[config.mk]
export PLATFORM = sky130hd
export DESIGN_NAME = instr_fetch
export DESIGN_NICKNAME = d
export VERILOG_FILES = /design/src/rtl/instr_fetch.sv
export SDC_FILE = /design/constraint.sdc
export NUM_CORES = 1
export LEC_CHECK = 0
export ABC_AREA = 1
export BUFFER_PORTS_ARGS = -buffer_cell sky130_fd_sc_hd__buf_4
export CELL_PAD_IN_SITES_DETAIL_PLACEMENT = 1
export CELL_PAD_IN_SITES_GLOBAL_PLACEMENT = 1
export CORE_MARGIN = 3
export CORE_UTILIZATION = 31
export CTS_CLUSTER_SIZE = 25
export DETAILED_ROUTE_END_ITERATION = 7
export HOLD_SLACK_MARGIN = 0.12
export MAX_ROUTING_LAYER = met4
export PLACE_DENSITY = 0.83
export SETUP_SLACK_MARGIN = 0.15
export SYNTH_ARGS = -nofsm -noshare
export SYNTH_HDL_FRONTEND = slang
export SYNTH_SLANG_ARGS = --single-unit
[constraint.sdc]
create_clock -name Clock -period 1.45 [get_ports Clock]
set_clock_uncertainty 0.05 [all_clocks]
set_input_delay 0.145 -clock Clock [delete_from_list [all_inputs] [get_ports Clock]]
set_output_delay 0.145 -clock Clock [all_outputs]
set_load 0.005 [all_outputs]
[src/rtl/instr_fetch.sv]
// Instruction-fetch controller: latches the PC into the memory address
// register, waits MEM_LAT cycles for the synchronous memory, captures the
// word into IrOut and pulses IrValid/IncrPc for one cycle.
//
// Optional feature macro: INSTR_FETCH_PREFETCH_EN
//   When defined, each completed fetch is followed by a speculative read of
//   the next sequential address into a one-entry prefetch buffer, so a
//   Start at PcValue == PfAddr completes one cycle later. Flush discards it.
//   When undefined, Flush is ignored and there is no PWAIT state.
//
// Handshake: Start is a level request sampled only while Busy=0. Once
// accepted, exactly one IrValid/IncrPc pulse follows unless Clear aborts it.
module instr_fetch #(
    parameter int n       = 16,
    parameter int MEM_LAT = 1
) (
    input  logic         Clock,
    input  logic         Clear,
    input  logic         Start,
    input  logic         Flush,
    input  logic [n-1:0] PcValue,
    input  logic [n-1:0] MemData,
    output logic [n-1:0] MemAddr,
    output logic         MemRd,
    output logic [n-1:0] IrOut,
    output logic         IrValid,
    output logic         IncrPc,
    output logic         Busy
);

`ifdef INSTR_FETCH_PREFETCH_EN
    typedef enum logic [1:0] {S_IDLE, S_WAIT, S_DONE, S_PWAIT} state_t;
`else
    typedef enum logic [1:0] {S_IDLE, S_WAIT, S_DONE} state_t;
`endif

    // Latency counter is 3 bits because MEM_LAT is limited to 1..7.
    localparam logic [2:0] LAT_INIT = 3'(MEM_LAT);

    state_t       state_q;
    logic [2:0]   cnt_q;
    logic [n-1:0] mem_addr_q;
    logic         mem_rd_q;
    logic [n-1:0] ir_q;

`ifdef INSTR_FETCH_PREFETCH_EN
    logic         pf_valid_q;
    logic [n-1:0] pf_addr_q;
    logic [n-1:0] pf_data_q;
`else
    logic         unused_flush;
    assign unused_flush = Flush;
`endif

    // Fetch FSM: all outputs except the DONE-decoded pulses are registers.
    always_ff @(posedge Clock) begin
        if (Clear) begin
            state_q    <= S_IDLE;
            cnt_q      <= '0;
            mem_addr_q <= '0;
            mem_rd_q   <= 1'b0;
            ir_q       <= '0;
`ifdef INSTR_FETCH_PREFETCH_EN
            pf_valid_q <= 1'b0;
            pf_addr_q  <= '0;
            pf_data_q  <= '0;
`endif
        end else begin
`ifdef INSTR_FETCH_PREFETCH_EN
            // A PC overwrite makes any buffered next word stale.
            if (Flush) pf_valid_q <= 1'b0;
`endif
            case (state_q)
                S_IDLE: begin
                    mem_rd_q <= 1'b0;
                    if (Start) begin
`ifdef INSTR_FETCH_PREFETCH_EN
                        if (pf_valid_q && !Flush && (PcValue == pf_addr_q)) begin
                            // Prefetch hit: no memory access needed.
                            ir_q       <= pf_data_q;
                            pf_valid_q <= 1'b0;
                            state_q    <= S_DONE;
                        end else begin
                            pf_valid_q <= 1'b0;
                            mem_addr_q <= PcValue;
                            mem_rd_q   <= 1'b1;
                            cnt_q      <= LAT_INIT;
                            state_q    <= S_WAIT;
                        end
`else
                        mem_addr_q <= PcValue;
                        mem_rd_q   <= 1'b1;
                        cnt_q      <= LAT_INIT;
                        state_q    <= S_WAIT;
`endif
                    end
                end
                S_WAIT: begin
                    // MemAddr is held here, so later PcValue changes are harmless.
                    if (cnt_q != 3'd0) begin
                        cnt_q <= cnt_q - 3'd1;
                    end else begin
                        ir_q     <= MemData;
                        mem_rd_q <= 1'b0;
                        state_q  <= S_DONE;
                    end
                end
                S_DONE: begin
`ifdef INSTR_FETCH_PREFETCH_EN
                    // Speculatively read the next sequential word (wraps mod 2^n).
                    mem_addr_q <= mem_addr_q + n'(1);
                    mem_rd_q   <= 1'b1;
                    cnt_q      <= LAT_INIT;
                    state_q    <= S_PWAIT;
`else
                    state_q <= S_IDLE;
`endif
                end
`ifdef INSTR_FETCH_PREFETCH_EN
                S_PWAIT: begin
                    if (Flush) begin
                        mem_rd_q <= 1'b0;
                        state_q  <= S_IDLE;
                    end else if (cnt_q != 3'd0) begin
                        cnt_q <= cnt_q - 3'd1;
                    end else begin
                        pf_data_q  <= MemData;
                        pf_addr_q  <= mem_addr_q;
                        pf_valid_q <= 1'b1;
                        mem_rd_q   <= 1'b0;
                        state_q    <= S_IDLE;
                    end
                end
`endif
                default: state_q <= S_IDLE;
            endcase
        end
    end

    assign MemAddr = mem_addr_q;
    assign MemRd   = mem_rd_q;
    assign IrOut   = ir_q;
    assign IrValid = (state_q == S_DONE);
    assign IncrPc  = (state_q == S_DONE);
    assign Busy    = (state_q != S_IDLE);

endmodule

=== After elaboration in Yosys (flattened, before gate mapping) ===
Index checks and enable logic that the tools add are counted.

* Bits in registers: 38
* Latch bits: 0
* RAM bits: 0
* Memory bits (read-only): 0
* Input bits: 36
* Word-level logic and storage cells: 30
* Memories: 0

* Add/subtract/negate cells: 1
* $mul: 0
* Div/mod/pow operators: 0
* Magnitude comparators: 0
* Eq/ne operators: 5
* Shift operators: 0
* Muxes and demuxes: 9
* Bitwise logic cells: 1
* Reductions and logical operators: 9

{| class="wikitable"
|+ Operators by type and width
! kind !! count
|-
| $reduce_and A2 Y1 || 4
|-
| $mux W3 || 2
|-
| $ne A2 B2 Y1 const B || 3
|-
| $pmux W3 S2 || 1
|-
| $mux W2 || 2
|-
| $pmux W2 S2 || 1
|-
| $reduce_bool A2 Y1 || 2
|-
| $reduce_and A3 Y1 || 1
|-
| $reduce_bool A3 Y1 || 1
|-
| $sub A3 B1 Y3 const B || 1
|-
| $eq A2 B1 Y1 const B || 1
|-
| $eq A2 B2 Y1 const B || 1
|-
| $logic_not A2 Y1 || 1
|-
| $mux W1 || 2
|-
| $pmux W1 S2 || 1
|-
| $not A1 Y1 || 1
|}

=== Longest topological paths before layout ===
Gate-level depths: netlist of the first run.

* Depth in word-level cells: 3
* Mapped depth: 8
* Depth with buffers taken out: 8

=== Worst setup path before layout of the first run ===
No wires, ideal clock.

* Path kind: flip-flop to flip-flop
* From: register cnt_q[0]
* To: register ir_q[15] (netlist: IrOut[15])
* Setup time: 132 ps
* Data arrival time: 1034 ps
* Setup slack: 233 ps
* Cell stages (with the launch flop): 9
* Clock period less this slack: 1217 ps
* Cell sequence: dfxtp_1 > inv_1 > ha_1 > nand2_1 > inv_2 > nand2_2 > buf_6 > nand2_1 > a21oi_1

* Word-level cells in the longest chain between the ends: 3

{| class="wikitable"
|+ Ends and longest elaborated chain
! what !! line !! text
|-
| start, declared || 41 || <nowiki>logic [2:0] cnt_q;</nowiki>
|-
| start signal, assigned || 101 || <nowiki>cnt_q <= cnt_q - 3'd1;</nowiki>
|-
| $reduce_bool A3 Y1 || 100 || <nowiki>if (cnt_q != 3'd0) begin</nowiki>
|-
| $not A1 Y1 (no source line) || - ||
|-
| $reduce_and A2 Y1 (no source line) || - ||
|-
| end signal, assigned || 103 || <nowiki>ir_q <= MemData;</nowiki>
|-
| end, declared || 44 || <nowiki>logic [n-1:0] ir_q;</nowiki>
|}

Every way passes these cells.
A chain may end at the register's enable or synchronous reset.

=== Worst setup path after layout of the first run ===
* From: register cnt_q[1]
* To: register ir_q[8] (netlist: IrOut[8])

Same word-level chain as after synthesis.

==> flow_summary.yaml, run 1 <==
die:
  core_um2: 4470
  die_area_um2: 5610
  die_h_um: 74.9
  io_pins: 72
  die_w_um: 74.9
  initial_core_util_pct: 32.9
  rows: 24
sta:
  finalCriticalPeriod_ns: 1.33
  rsz0062_at_grt: "yes"
  slew_violations: 0
  timing.hold.ws_ns: 0.213
  fin_crit_sh_pct: 91.5
  setup_viol: 0
  tightestPinTransition_ns: 0.228
  fmax_mhz: 754
  worst_slack_ns: 0.124
  setup_tns_ns: 0
  relSlewSlack_pct: 84.8
  hold_violations: 0
critical_path:
  crit_fanout: 8
  crit_path_start: "cnt_q[1]$_SDFFE_PP0P_"
  arrival_ns: 1.49
  required_ns: 1.61
  critPathKind: "register to register"
  r2r_start: "cnt_q[1]$_SDFFE_PP0P_"
  startpoint_type: "register"
  end_kind: "register"
power_and_ir_drop:
  power_frac_comb_pct: 28.0
  p_per_area_nw_per_um2: 1040
  intPower_mw: 1.92
  leakagePower_nw: 1.15
  clock_power_share_pct: 27.9
  power_mw: 2.69
  p_seq_share_pct: 44.0
  switching_power_mw: 0.766
  p_sw_share_pct: 28.5
  ir_worst_vdd_mv: 0.535
cells_and_area:
  postLayoutCoreUtil_pct: 57.8
  nNetsFinal: 327
  fill_cells: 512
  drive_above_1_share_pct: 38.6
  insertedDiodeCount: 0
  multi_input_area_um2: 629
  register_area_um2: 762
  finalNonFillerCells: 342
  final_cell_area_um2: 2590
  area_growth_pct: 75.7
synthesis:
  synthFlopType: "dfxtp_1"
  yosys.area.top_type: "dfxtp_1"
  synth_edf_count: 0
  synthTopCellsByArea: "dfxtp_1 (52%), nor2_1 (9.2%), a21oi_1 (6.8%), nand3_2 (6.1%), nand2_1 (6.1%)"
  synthArstFlopShare_pct: 0
  synth_top_area_share_pct: 51.7
  netlist_area_um2: 1470
  yosys_warnings: 0
  syn_avg_cell_area_um2: 8.23
  synthCells: 179
  synth_seq_cells: 38
  yosysMostFrequentCell: "dfxtp_1"
  netlist-cell-type-count: 18
  yosysSeqAreaShare_pct: 51.7
  synth_nets: 217
  synth_common_cells: "dfxtp_1 (38), nor2_1 (36), nand2_1 (24)"
global_routing:
  grt_pass1_wl_um: 7460
  grt_pass1_vias: 1645
  grt_overflow: 0
  grt_start_max_net_pins: 21
  antenna_found_initial: 0
  grtUsageTotal_pct: 18.0
drt:
  post_drt_via_cell_ratio: 4.73
  via_count: 1618
  ant_nets: 0
  first_pass_iters: 4
  drc: 0
  drt_iter0_drc: 39
  totalWireLength_um: 5150
  wl_per_cell_um: 15.1
job:
  maxCapViolCount: 0
place:
  place_area_um2: 2060
  port_buffers: 70
  gp_congestion: 0.722
  place_ws_ns: 0.0631
  post-dp-hpwl_um: 3080
  dpl.cell_count: 298
clock_tree:
  cts_tree: "built"
  htreeDepth: 2
  cts-root-buf: "clkbuf_8"
  clk_path_buf_depth: 2
  cts.sinks: 38
  cts_buffers: 5
  clk_pin_slew_ns: 0.07
  worstSkewPairLatency_ns: 0.29
worst_hold_path:
  hp-class: "input pin to register"
  holdCritStartpoint: "Clear"
run_status:
  outcome: "finished, final reports clean"
==> final timing paths <==
path / slack (ns) / depth (start not counted) / end
worst max-delay path: 0.12 / 7 / IrOut[8]$_SDFFE_PP0P_
worst min register to register: 0.42 / 2 / IrOut[2]$_SDFFE_PP0P_
worst min-delay path: 0.21 / 5 / cnt_q[2]$_SDFFE_PP0P_
worst max register to register: 0.12 / 7 / IrOut[8]$_SDFFE_PP0P_
==> sequential cells by signal, indices dropped and copies added (netlist names) <==
name and count:
state_q 2, MemAddr 16, cnt_q 3, MemRd 1, IrOut 16
==> critical path, stage by stage (launching register included) <==
cell and delay (ns):
dfxtp_1 0.32, inv_1 0.08, ha_1 0.17, nand2_2 0.09, inv_4 0.12, clkbuf_16 0.17
nand3_1 0.07, a21oi_1 0.18
==> per-layer routing <==
metal,GRT usage (%),part of all wire [%],vias up
met1,19.5,40,746
met2,31.4,51,61
met4,7.11,2.0,0
met5,-,0,-
li1,-,-,801
met3,4.54,7.6,10
==> cells by family after synthesis <==
group	synth area share, %
AOI/OAI and AO/OA	12.6
buffers and inverters	7.31
and+or+nand+nor	26.8
DFF	51.7
adders and majority gates	1.70
==> power groups by stage <==
stage                     registers [mW]  clock network (mW)  logic [mW]
after CTS                           1.18               0.770       0.649
final                               1.18               0.750       0.753
after detailed placement            1.20                   0       0.573
after floorplan                     1.21                   0       0.283
after global routing                1.19               0.811       0.821
after global placement              1.20                   0       0.556
==> layout by cell type, fill, tap and decap left out <==
cell type	count
inv_4	2
a21oi_2	1
nor3_1	1
nor2_4	1
clkbuf_8	6
buf_4	76
nand3_1	10
a21oi_1	19
clkbuf_1	1
nor2_2	1
ha_1	2
clkbuf_16	2
clkinv_2	1
dfxtp_1	37
o21ai_0	17
nand2_2	3
buf_12	3
dlygate4sd3_1	32
inv_1	2
nor2_1	35
dfxtp_2	1
inv_2	5
nand2_1	22
nand2_8	1
nand3_2	9
==> repair_timing <==
action | 4_1_cts | 5_1_grt
setup endpoints to repair | 18 | 21
hold endpoints to repair | 32 | 0
pin swaps | 0 | 3
buffers inserted | 0 | 2
hold buffers | 32 | 0
gates resized for setup | 2 | 10
cloned | 0 | 2
==> layout make-up <==
class | instances | share of cell area (%)
Multi-Input combinational cell | 122 | 24.3
Timing Repair Buffer | 113 | 38.7
Inverter | 9 | 1.50
Sequential cell | 38 | 29.4
Tap cell | 52 | 2.51
Clock inverter | 1 | 0.193
Clock buffer | 7 | 3.34
No activity file was read; power rests on OpenSTA's default activity.
==> run 2: changes to the inputs <==
--- a/config.mk
+++ b/config.mk
@@ -15,7 +15,7 @@
 export DETAILED_ROUTE_END_ITERATION = 7
 export HOLD_SLACK_MARGIN = 0.12
 export MAX_ROUTING_LAYER = met4
-export PLACE_DENSITY = 0.83
+export PLACE_DENSITY_LB_ADDON = 0.3
 export SETUP_SLACK_MARGIN = 0.15
 export SYNTH_ARGS = -nofsm -noshare
 export SYNTH_HDL_FRONTEND = slang
==> run 2 against run 1 <==
Against the previous run: global-route usage up 0.91 points; cell count rose by 0.58%; die area did not move; sequential cell count stayed put; critical path type unchanged; largest cell class unchanged; highest routed layer unchanged.
==> flow_summary.yaml, run 2 (same netlist as run 1, synthesis figures left out) <==
sta:
  slew_violations: 0
  tightestPinTransition_ns: 0.231
  timing.hold.ws_ns: 0.246
  relSlewSlack_pct: 84.5
  hold_violations: 0
  fmax_mhz: 811
  fin_crit_sh_pct: 85.1
  setup_tns_ns: 0
  finalCriticalPeriod_ns: 1.23
  setup_viol: 0
  rsz0062_at_grt: "yes"
die:
  initial_core_util_pct: 32.9
  die_h_um: 74.9
  core_um2: 4470
  io_pins: 72
  rows: 24
  die_area_um2: 5610
  die_w_um: 74.9
clock_tree:
  cts.sinks: 38
  worstSkewPairLatency_ns: 0.28
  cts_tree: "built"
  clk_path_buf_depth: 2
  cts_buffers: 5
  clk_pin_slew_ns: 0.08
  cts-root-buf: "clkbuf_8"
  htreeDepth: 2
cells_and_area:
  final_cell_area_um2: 2590
  drive_above_1_share_pct: 40.1
  layout_commonest_cell: "buf_4"
  final_cell_mix: "buf_4 (78), dfxtp_1 (36), nor2_1 (36)"
  insertedDiodeCount: 0
  area_growth_pct: 76.1
  nNetsFinal: 329
power_and_ir_drop:
  p_seq_share_pct: 44.0
  leakagePower_nw: 1.15
  p_sw_share_pct: 28.9
  power_frac_comb_pct: 28.4
  power_mw: 2.69
  ir_worst_vdd_mv: 0.601
  p_per_area_nw_per_um2: 1040
  switching_power_mw: 0.777
  intPower_mw: 1.91
  clock_power_share_pct: 27.6
global_routing:
  grt_start_max_net_pins: 21
  use_met2_pct: 33.7
  grtUsageTotal_pct: 19.0
  use_met3_pct: 3.60
  grt_busiest_layer: "met2"
  grt_pass1_wl_um: 7930
  antenna_found_initial: 0
  grt_use_met1_pct: 21.8
  grt_pass1_vias: 1702
  grt_overflow: 0
job:
  maxCapViolCount: 0
critical_path:
  crit_fanout: 6
  critPathKind: "register to register"
  path_cells: "inv_1 > ha_2 > nand2_4 > clkinv_8 > buf_6 > nand3_1 > a21oi_1"
  cpPeakStageDelay_ns: 0.34
  end_kind: "register"
  required_ns: 1.56
  arrival_ns: 1.35
  startpoint_type: "register"
  cp_slowest_cell: "dfxtp_1"
drt:
  via_count: 1593
  totalWireLength_um: 5240
  ant_nets: 0
  wl_per_cell_um: 15.2
  drt_iter0_drc: 48
  first_pass_iters: 4
  post_drt_via_cell_ratio: 4.63
  drc: 0
place:
  gp_congestion: 0.708
  port_buffers: 70
  place_area_um2: 2060
  post-dp-hpwl_um: 3100
worst_hold_path:
  hp-class: "input pin to register"
run_status:
  outcome: "finished, final reports clean"
-- run 2: timing repair --
action                                  CTS  global route
cloned                                    0             3
buffers inserted                          0             1
endpoints found under the setup margin   17            24
pin swaps                                 0             5
hold endpoints to repair                 32             0
hold buffers                             32             0
gates resized for setup                   4            16
-- run 2: metal layers --
| layer | up-vias | part of all wire (%) | wire length (um) |
|---|---|---|---|
| li1 | 803 | - | - |
| met1 | 739 | 41 | 2160 |
| met2 | 46 | 54 | 2820 |
| met3 | 5 | 4.4 | 230 |
| met4 | 0 | 0.63 | 33 |
| met5 | - | 0 | 0 |
-- run 2: stage by stage --
stage	instances	setup WS [ns]	util (%)
floorplan	179	0.233	-
global placement	300	0.111	46.0
detailed placement	300	0.0711	46.0
CTS	340	0.130	55.7
global route	344	0.134	58.0
finish	344	0.216	58.0
-- run 2: path summary, 6_finish.rpt --
| check | from | to | slack [ns] | cells past startpoint |
|---|---|---|---|---|
| max | cnt_q[1]$_SDFFE_PP0P_ | IrOut[13]$_SDFFE_PP0P_ | 0.22 | 7 |
| min | Clear | cnt_q[2]$_SDFFE_PP0P_ | 0.25 | 5 |
| max reg2reg | cnt_q[1]$_SDFFE_PP0P_ | IrOut[13]$_SDFFE_PP0P_ | 0.22 | 7 |
| min reg2reg | IrOut[14]$_SDFFE_PP0P_ | IrOut[14]$_SDFFE_PP0P_ | 0.41 | 2 |
-- run 2: final cells by class --
type | count | area (um2)
clock buffers | 7 | 86.3
clock inverters | 1 | 5.00
fillers | 525 | 1880
inverters | 9 | 48.8
multi-input cells | 124 | 668
flip-flops and latches | 38 | 763
well taps | 52 | 65.1
repair buffers | 113 | 957
-- run 2: power groups by stage --
| stage | clock [mW] | combinational, mW | sequential (mW) |
|---|---|---|---|
| detailed placement | 0 | 0.562 | 1.20 |
| global placement | 0 | 0.549 | 1.20 |
| finish | 0.741 | 0.763 | 1.18 |
| CTS | 0.763 | 0.661 | 1.18 |
| global route | 0.809 | 0.840 | 1.19 |
| floorplan | 0 | 0.283 | 1.21 |
-- run 2: worst max-delay path: cells and delay by family (launching register included) --
family	cells	cell delay [ns]
flip-flops	1	0.34
buffers and inverters	3	0.29
AND/OR/NAND/NOR	2	0.16
adder cells (fa/ha/maj)	1	0.19
AO/OA/AOI/OAI	1	0.07
